File: config.mk
export PLATFORM = sky130hd
export DESIGN_NAME = toast_wb_unit
export DESIGN_NICKNAME = d
export VERILOG_FILES = /design/src/rtl/toast_wb_unit.sv
export SDC_FILE = /design/constraint.sdc
export NUM_CORES = 1
export LEC_CHECK = 0
export ABC_AREA = 1
export CORE_MARGIN = 2
export CORE_UTILIZATION = 50
export CTS_BUF_LIST = sky130_fd_sc_hd__clkbuf_8
export DETAILED_ROUTE_END_ITERATION = 10
export GPL_ROUTABILITY_DRIVEN = 0
export GPL_TIMING_DRIVEN = 1
export HOLD_SLACK_MARGIN = 0.02
export PLACE_DENSITY = 0.95
export SLEW_MARGIN = 20
export SYNTH_ARGS = -nofsm -noshare
export SYNTH_HDL_FRONTEND = slang
export SYNTH_SLANG_ARGS = --single-unit
File: constraint.sdc
create_clock -name clk_i -period 7.25 [get_ports clk_i]
set_clock_uncertainty 0.1 [all_clocks]
set_input_delay 1.45 -clock clk_i [delete_from_list [all_inputs] [get_ports clk_i]]
set_output_delay 1.45 -clock clk_i [all_outputs]
set_load 0.02 [all_outputs]
File: src/rtl/toast_wb_unit.sv
// -----------------------------------------------------------------------------
// toast_wb_unit
//
// Writeback stage of the Toast pipeline. Registers the MEM/WB boundary, waits
// for variable-latency data-memory load responses (stalling upstream while it
// waits), aligns and sign/zero-extends load data, suppresses writes to x0 and
// emits a one-cycle retire pulse per completed instruction.
//
// Optional feature: define TOAST_WB_INSTRET_EN to build a CNT_W-bit
// retired-instruction counter. Without it WB_instret_o is tied to zero.
//
// Parameters
//   XLEN       datapath width (>= 32)
//   RF_ADDR_W  register-file address width
//   CNT_W      retired-instruction counter width
//
// Ports
//   clk_i, rst_i        clock, asynchronous active-high reset
//   MEM_valid_i         instruction presented by MEM
//   MEM_rd_addr_i       destination register
//   MEM_alu_result_i    ALU result (non-load write data)
//   MEM_memtoreg_i      1 = load, result comes from DMEM
//   MEM_rd_wr_en_i      instruction writes rd
//   MEM_mem_op_i        load funct3 (LB/LH/LW/LBU/LHU, others treated as LW)
//   MEM_byte_off_i      low address bits of the load
//   DMEM_rvalid_i       load data valid this cycle
//   DMEM_rdata_i        raw load word
//   WB_stall_o          upstream must hold MEM outputs
//   WB_rd_addr_o        register-file write address
//   WB_rd_wr_data_o     register-file write data
//   WB_rd_wr_en_o       register-file write strobe
//   WB_retire_o         one-cycle pulse per completed instruction
//   WB_instret_o        retired-instruction count
// -----------------------------------------------------------------------------
module toast_wb_unit #(
    parameter int XLEN      = 32,
    parameter int RF_ADDR_W = 5,
    parameter int CNT_W     = 64
) (
    input  logic                 clk_i,
    input  logic                 rst_i,
    input  logic                 MEM_valid_i,
    input  logic [RF_ADDR_W-1:0] MEM_rd_addr_i,
    input  logic [XLEN-1:0]      MEM_alu_result_i,
    input  logic                 MEM_memtoreg_i,
    input  logic                 MEM_rd_wr_en_i,
    input  logic [2:0]           MEM_mem_op_i,
    input  logic [1:0]           MEM_byte_off_i,
    input  logic                 DMEM_rvalid_i,
    input  logic [XLEN-1:0]      DMEM_rdata_i,
    output logic                 WB_stall_o,
    output logic [RF_ADDR_W-1:0] WB_rd_addr_o,
    output logic [XLEN-1:0]      WB_rd_wr_data_o,
    output logic                 WB_rd_wr_en_o,
    output logic                 WB_retire_o,
    output logic [CNT_W-1:0]     WB_instret_o
);

    typedef enum logic [0:0] {
        S_IDLE = 1'b0,
        S_WAIT = 1'b1
    } state_e;

    state_e                 state_q,     state_d;

    // Pending register: the most recently accepted instruction.
    logic [RF_ADDR_W-1:0]   pend_rd_q,   pend_rd_d;
    logic                   pend_we_q,   pend_we_d;
    logic [2:0]             pend_op_q,   pend_op_d;
    logic [1:0]             pend_off_q,  pend_off_d;
    logic [XLEN-1:0]        pend_alu_q,  pend_alu_d;
    // Set when a non-load was accepted on the same edge a load completed; the
    // non-load sits in the pending register and is written one edge later so
    // no result is ever lost.
    logic                   defer_q,     defer_d;

    logic [RF_ADDR_W-1:0]   rd_addr_q,   rd_addr_d;
    logic [XLEN-1:0]        wr_data_q,   wr_data_d;
    logic                   wr_en_q,     wr_en_d;
    logic                   retire_q,    retire_d;

    logic                   accept;
    logic                   emitted;

    // Extract and extend the addressed byte/half from the low 32 bits.
    function automatic logic [XLEN-1:0] fmt_load(input logic [2:0]  op,
                                                 input logic [1:0]  off,
                                                 input logic [31:0] w);
        logic [7:0]  b;
        logic [15:0] h;
        b = w[{off, 3'b000} +: 8];
        h = off[1] ? w[31:16] : w[15:0];
        case (op)
            3'b000:  fmt_load = XLEN'($signed(b));
            3'b100:  fmt_load = XLEN'(b);
            3'b001:  fmt_load = XLEN'($signed(h));
            3'b101:  fmt_load = XLEN'(h);
            default: fmt_load = XLEN'($signed(w));
        endcase
    endfunction

    // Combinational stall lets a new load be accepted in the cycle the
    // previous one returns, giving back-to-back loads with no bubble.
    assign WB_stall_o = (state_q == S_WAIT) && !DMEM_rvalid_i;
    assign accept     = MEM_valid_i && !WB_stall_o;

    always_comb begin
        // NOTE: every signal gets a default first so no path leaves it
        // unassigned; a missing default here would infer a latch.
        state_d    = state_q;
        pend_rd_d  = pend_rd_q;
        pend_we_d  = pend_we_q;
        pend_op_d  = pend_op_q;
        pend_off_d = pend_off_q;
        pend_alu_d = pend_alu_q;
        defer_d    = 1'b0;
        rd_addr_d  = rd_addr_q;
        wr_data_d  = wr_data_q;
        wr_en_d    = 1'b0;
        retire_d   = 1'b0;
        emitted    = 1'b0;

        // Complete whatever the pending register holds (at most one per edge).
        case (state_q)
            S_IDLE: begin
                if (defer_q) begin
                    rd_addr_d = pend_rd_q;
                    wr_data_d = pend_alu_q;
                    wr_en_d   = pend_we_q && (pend_rd_q != '0);
                    retire_d  = 1'b1;
                    emitted   = 1'b1;
                end
            end
            S_WAIT: begin
                if (DMEM_rvalid_i) begin
                    rd_addr_d = pend_rd_q;
                    wr_data_d = fmt_load(pend_op_q, pend_off_q, DMEM_rdata_i[31:0]);
                    wr_en_d   = pend_we_q && (pend_rd_q != '0);
                    retire_d  = 1'b1;
                    emitted   = 1'b1;
                    state_d   = S_IDLE;
                end
            end
            default: state_d = S_IDLE;
        endcase

        // Then accept a new instruction.
        if (accept) begin
            pend_rd_d  = MEM_rd_addr_i;
            pend_we_d  = MEM_rd_wr_en_i;
            pend_op_d  = MEM_mem_op_i;
            pend_off_d = MEM_byte_off_i;
            pend_alu_d = MEM_alu_result_i;
            if (MEM_memtoreg_i) begin
                state_d = S_WAIT;
            end else if (emitted) begin
                defer_d = 1'b1;
            end else begin
                rd_addr_d = MEM_rd_addr_i;
                wr_data_d = MEM_alu_result_i;
                wr_en_d   = MEM_rd_wr_en_i && (MEM_rd_addr_i != '0);
                retire_d  = 1'b1;
            end
        end
    end

    // NOTE: state registers use non-blocking assignments so every flop
    // samples the pre-edge values, independent of statement order.
    always_ff @(posedge clk_i or posedge rst_i) begin
        if (rst_i) begin
            state_q    <= S_IDLE;
            pend_rd_q  <= '0;
            pend_we_q  <= 1'b0;
            pend_op_q  <= '0;
            pend_off_q <= '0;
            pend_alu_q <= '0;
            defer_q    <= 1'b0;
            rd_addr_q  <= '0;
            wr_data_q  <= '0;
            wr_en_q    <= 1'b0;
            retire_q   <= 1'b0;
        end else begin
            state_q    <= state_d;
            pend_rd_q  <= pend_rd_d;
            pend_we_q  <= pend_we_d;
            pend_op_q  <= pend_op_d;
            pend_off_q <= pend_off_d;
            pend_alu_q <= pend_alu_d;
            defer_q    <= defer_d;
            rd_addr_q  <= rd_addr_d;
            wr_data_q  <= wr_data_d;
            wr_en_q    <= wr_en_d;
            retire_q   <= retire_d;
        end
    end

    assign WB_rd_addr_o    = rd_addr_q;
    assign WB_rd_wr_data_o = wr_data_q;
    assign WB_rd_wr_en_o   = wr_en_q;
    assign WB_retire_o     = retire_q;

`ifdef TOAST_WB_INSTRET_EN
    logic [CNT_W-1:0] instret_q, instret_d;

    // Counts on the same edge the retire pulse is launched, so the output
    // already includes the pulse visible in the current cycle. Wraps freely.
    always_comb begin
        instret_d = instret_q;
        if (retire_d) begin
            instret_d = instret_q + CNT_W'(1);
        end
    end

    always_ff @(posedge clk_i or posedge rst_i) begin
        if (rst_i) begin
            instret_q <= '0;
        end else begin
            instret_q <= instret_d;
        end
    end

    assign WB_instret_o = instret_q;
`else
    assign WB_instret_o = '0;
`endif

endmodule

==> qor.csv <==
metric;value;unit
r2r-start;defer_q;
synth.most_common_cell;nand2_1;
rows;36;
critical_path_class;in2out;
maxSlewViolCount;0;
cts_setup_buffers;0;
worstPathRequired;5700;ps
vias_per_cell;5.19;
drive_gt1_share;3.83;%
synth_cell_types;25;
synth_cells;709;
area_growth;23.3;%
clk_latency;360;ps
cp-end-kind;primary output;
cts_sinks;84;
h-tree-depth;3;
timing.rr.end;WB_rd_wr_data_o[17];
total_leakage_power;3.03;nW
worst-path-max-fanout;3;
setup_viol;0;
synth_top_area_cell;dfrtp_1;
crit_end;WB_stall_o;
fin_setup_tns;0;ps
worstPathCellList;clkdlybuf4s50_1 > nor2_4 > clkdlybuf4s50_1;
fillers;845;
crit_arrival;2770;ps
relSlewSlack;43.4;%
fp.dieW;104;um
ys_seq_elements;84;
drtPass1Iterations;8;
grt_start_max_net_pins;85;
synth_area;5040;um^2
status;finished, final reports clean;
synth_top_cell_area_share;41.7;%
synth_edf_count;0;
drt-total-wl;13.7;mm
coreArea;9770;um^2
hpwl;9.26;mm
critPathMaxStageDelay;640;ps
r2r_cells;7;
syn_avg_cell_area;7.11;um^2
power_density;252;nW/um^2
ff2ff_setup_slack;4420;ps
vias;4894;
period_minus_slack;4320;ps
cts_tree;yes;
die_area;10900;um^2
critPathLaunchType;input pin;
grt_pass1_wl;21.8;mm
antenna_left;0;
drt-initial-drc-count;550;
total_power;1.57;mW
num_io_pins;184;
cp_common_cell;clkdlybuf4s50_1;
port-buffer-count;119;
synthTopCellsByArea;dfrtp_1, nand2_1, buf_4;
die_h;104;um
fmax;232;MHz
ctsResizeCount;0;
maxCapViolations;0;
nets;885;
grt_pass1_vias;4310;
antenna_cells;0;
clockRootBuffer;clkbuf_8;
netlist_top_cells_count;nand2_1, dfrtp_1, nor2_1, buf_4, a21oi_1;
ys.flop_type;dfrtp_1;
hold_class;reg2reg;
cts_buffers;9;
worst_pin_slew;848;ps
cp-startpoint;DMEM_rvalid_i;
initial_utilization;51.6;%
antenna_found_initial;0;
synth-seq-area-share;41.7;%
wl_per_cell;14.5;um
drc;0;
cp_slowest_cell;clkdlybuf4s50_1;
fin_crit_sh;59.6;%
gr-total-overflow;0;
hold_buffers;0;
ir_drop;0.000121;V
synth_warnings;0;
hold_viol_final;0;
grt_usage;25.0;%
async_flop_share;100;%
rsz0062_at_grt;false;
cts_max_path_buffers;2;
clkTransAtPathRegs;90;ps
## state kept, by name, summed over array words and instances, names as in the netlist, 2 cells and up
register         cells
WB_rd_addr_o         5
WB_rd_wr_data_o     32
pend_alu_q          32
pend_off_q           2
pend_op_q            3
pend_rd_q            5
## routing by layer
layer / up-vias / global-route usage (%) / wire length [um]
met4: 0 / 12.8 / 481
met3: 46 / 4.20 / 1290
li1: 2312 / - / -
met5: - / 0 / 0
met2: 313 / 39.5 / 6600
met1: 2223 / 33.1 / 5340
## kinds of logic (layout without fill, tap and decap cells)
family,Yosys count,in the layout,share of synthesized area [%]
and+or+nand+nor,328,328,26.3
buffers and inverters,157,195,17.6
AOI/OAI and AO/OA,139,139,14.3
DFF,84,84,41.7
other,1,64,0.0744
## worst max-delay path: cells and delay by family
family,cells,cell delay (ps)
buffers and inverters,2,1120
and+or+nand+nor,1,200
## final cells by class
class	count	area, um^2	area share (%)
inverter	57	215	3.46
timing repair buffer	122	1220	19.6
multi-input combinational	531	2290	36.8
tap	133	166	2.68
clock inverter	6	87.6	1.41
sequential	84	2100	33.8
clock buffer	10	138	2.21
## worst min-delay path by stage
stage | start | to | slack (ps) | cells past startpoint
after global routing | pend_alu_q[31] | pend_alu_q[31] | 400 | 2
after floorplan | pend_alu_q[0] | pend_alu_q[0] | 340 | 2
after detailed placement | pend_alu_q[31] | pend_alu_q[31] | 360 | 2
final | pend_alu_q[31] | pend_alu_q[31] | 380 | 2
after global placement | pend_alu_q[2] | pend_alu_q[2] | 350 | 2
after CTS | pend_alu_q[31] | pend_alu_q[31] | 380 | 2
## cells in the final DEF (no fill, tap or decap)
cell             netlist  routed
nor2_8                 1       1
dfrtp_1               84      84
o31ai_2                2       2
nor3_1                 1       1
inv_6                  0       1
nand2_1              208     208
o21ai_0               61      61
nor2_1                71      71
clkbuf_8               0      10
clkinv_2               0       1
clkinv_1               1       1
buf_6                  3       1
nor2_4                 1       1
inv_2                  5       5
and2_1                 1       1
buf_4                 69       2
clkinvlp_4             0       2
o21ai_1                6       6
clkdlybuf4s50_1        0     119
o22ai_1                6       6
nand3_1               40      40
bufinv_16              0       2
nand2_2                2       2
nand4_2                1       1
o211ai_1               2       2
conb_1                 1      64
nand4_1                2       2
inv_1                 51      51
a21oi_1               62      62
## report_power, final
part / switching, mW / internal, mW
Combinational: 0.331 / 0.238
Sequential: 0.0563 / 0.559
Clock: 0.181 / 0.204
Total: 0.569 / 1.00
## stage by stage
stage / cells / setup slack (ps) / hold WS, ps / utilization, % / instance area (um^2)
2_1_floorplan: 772 / 3530 / 343 / - / 5280
3_3_place_gp: 927 / 2950 / 353 / 61.3 / 5990
3_5_place_dp: 927 / 2930 / 361 / 61.3 / 5990
4_1_cts: 943 / 2920 / 381 / 63.6 / 6210
5_1_grt: 943 / 2870 / 403 / 63.6 / 6220
6_report: 943 / 2930 / 381 / 63.6 / 6220
Note: power is estimated with default switching activity, not from simulation.
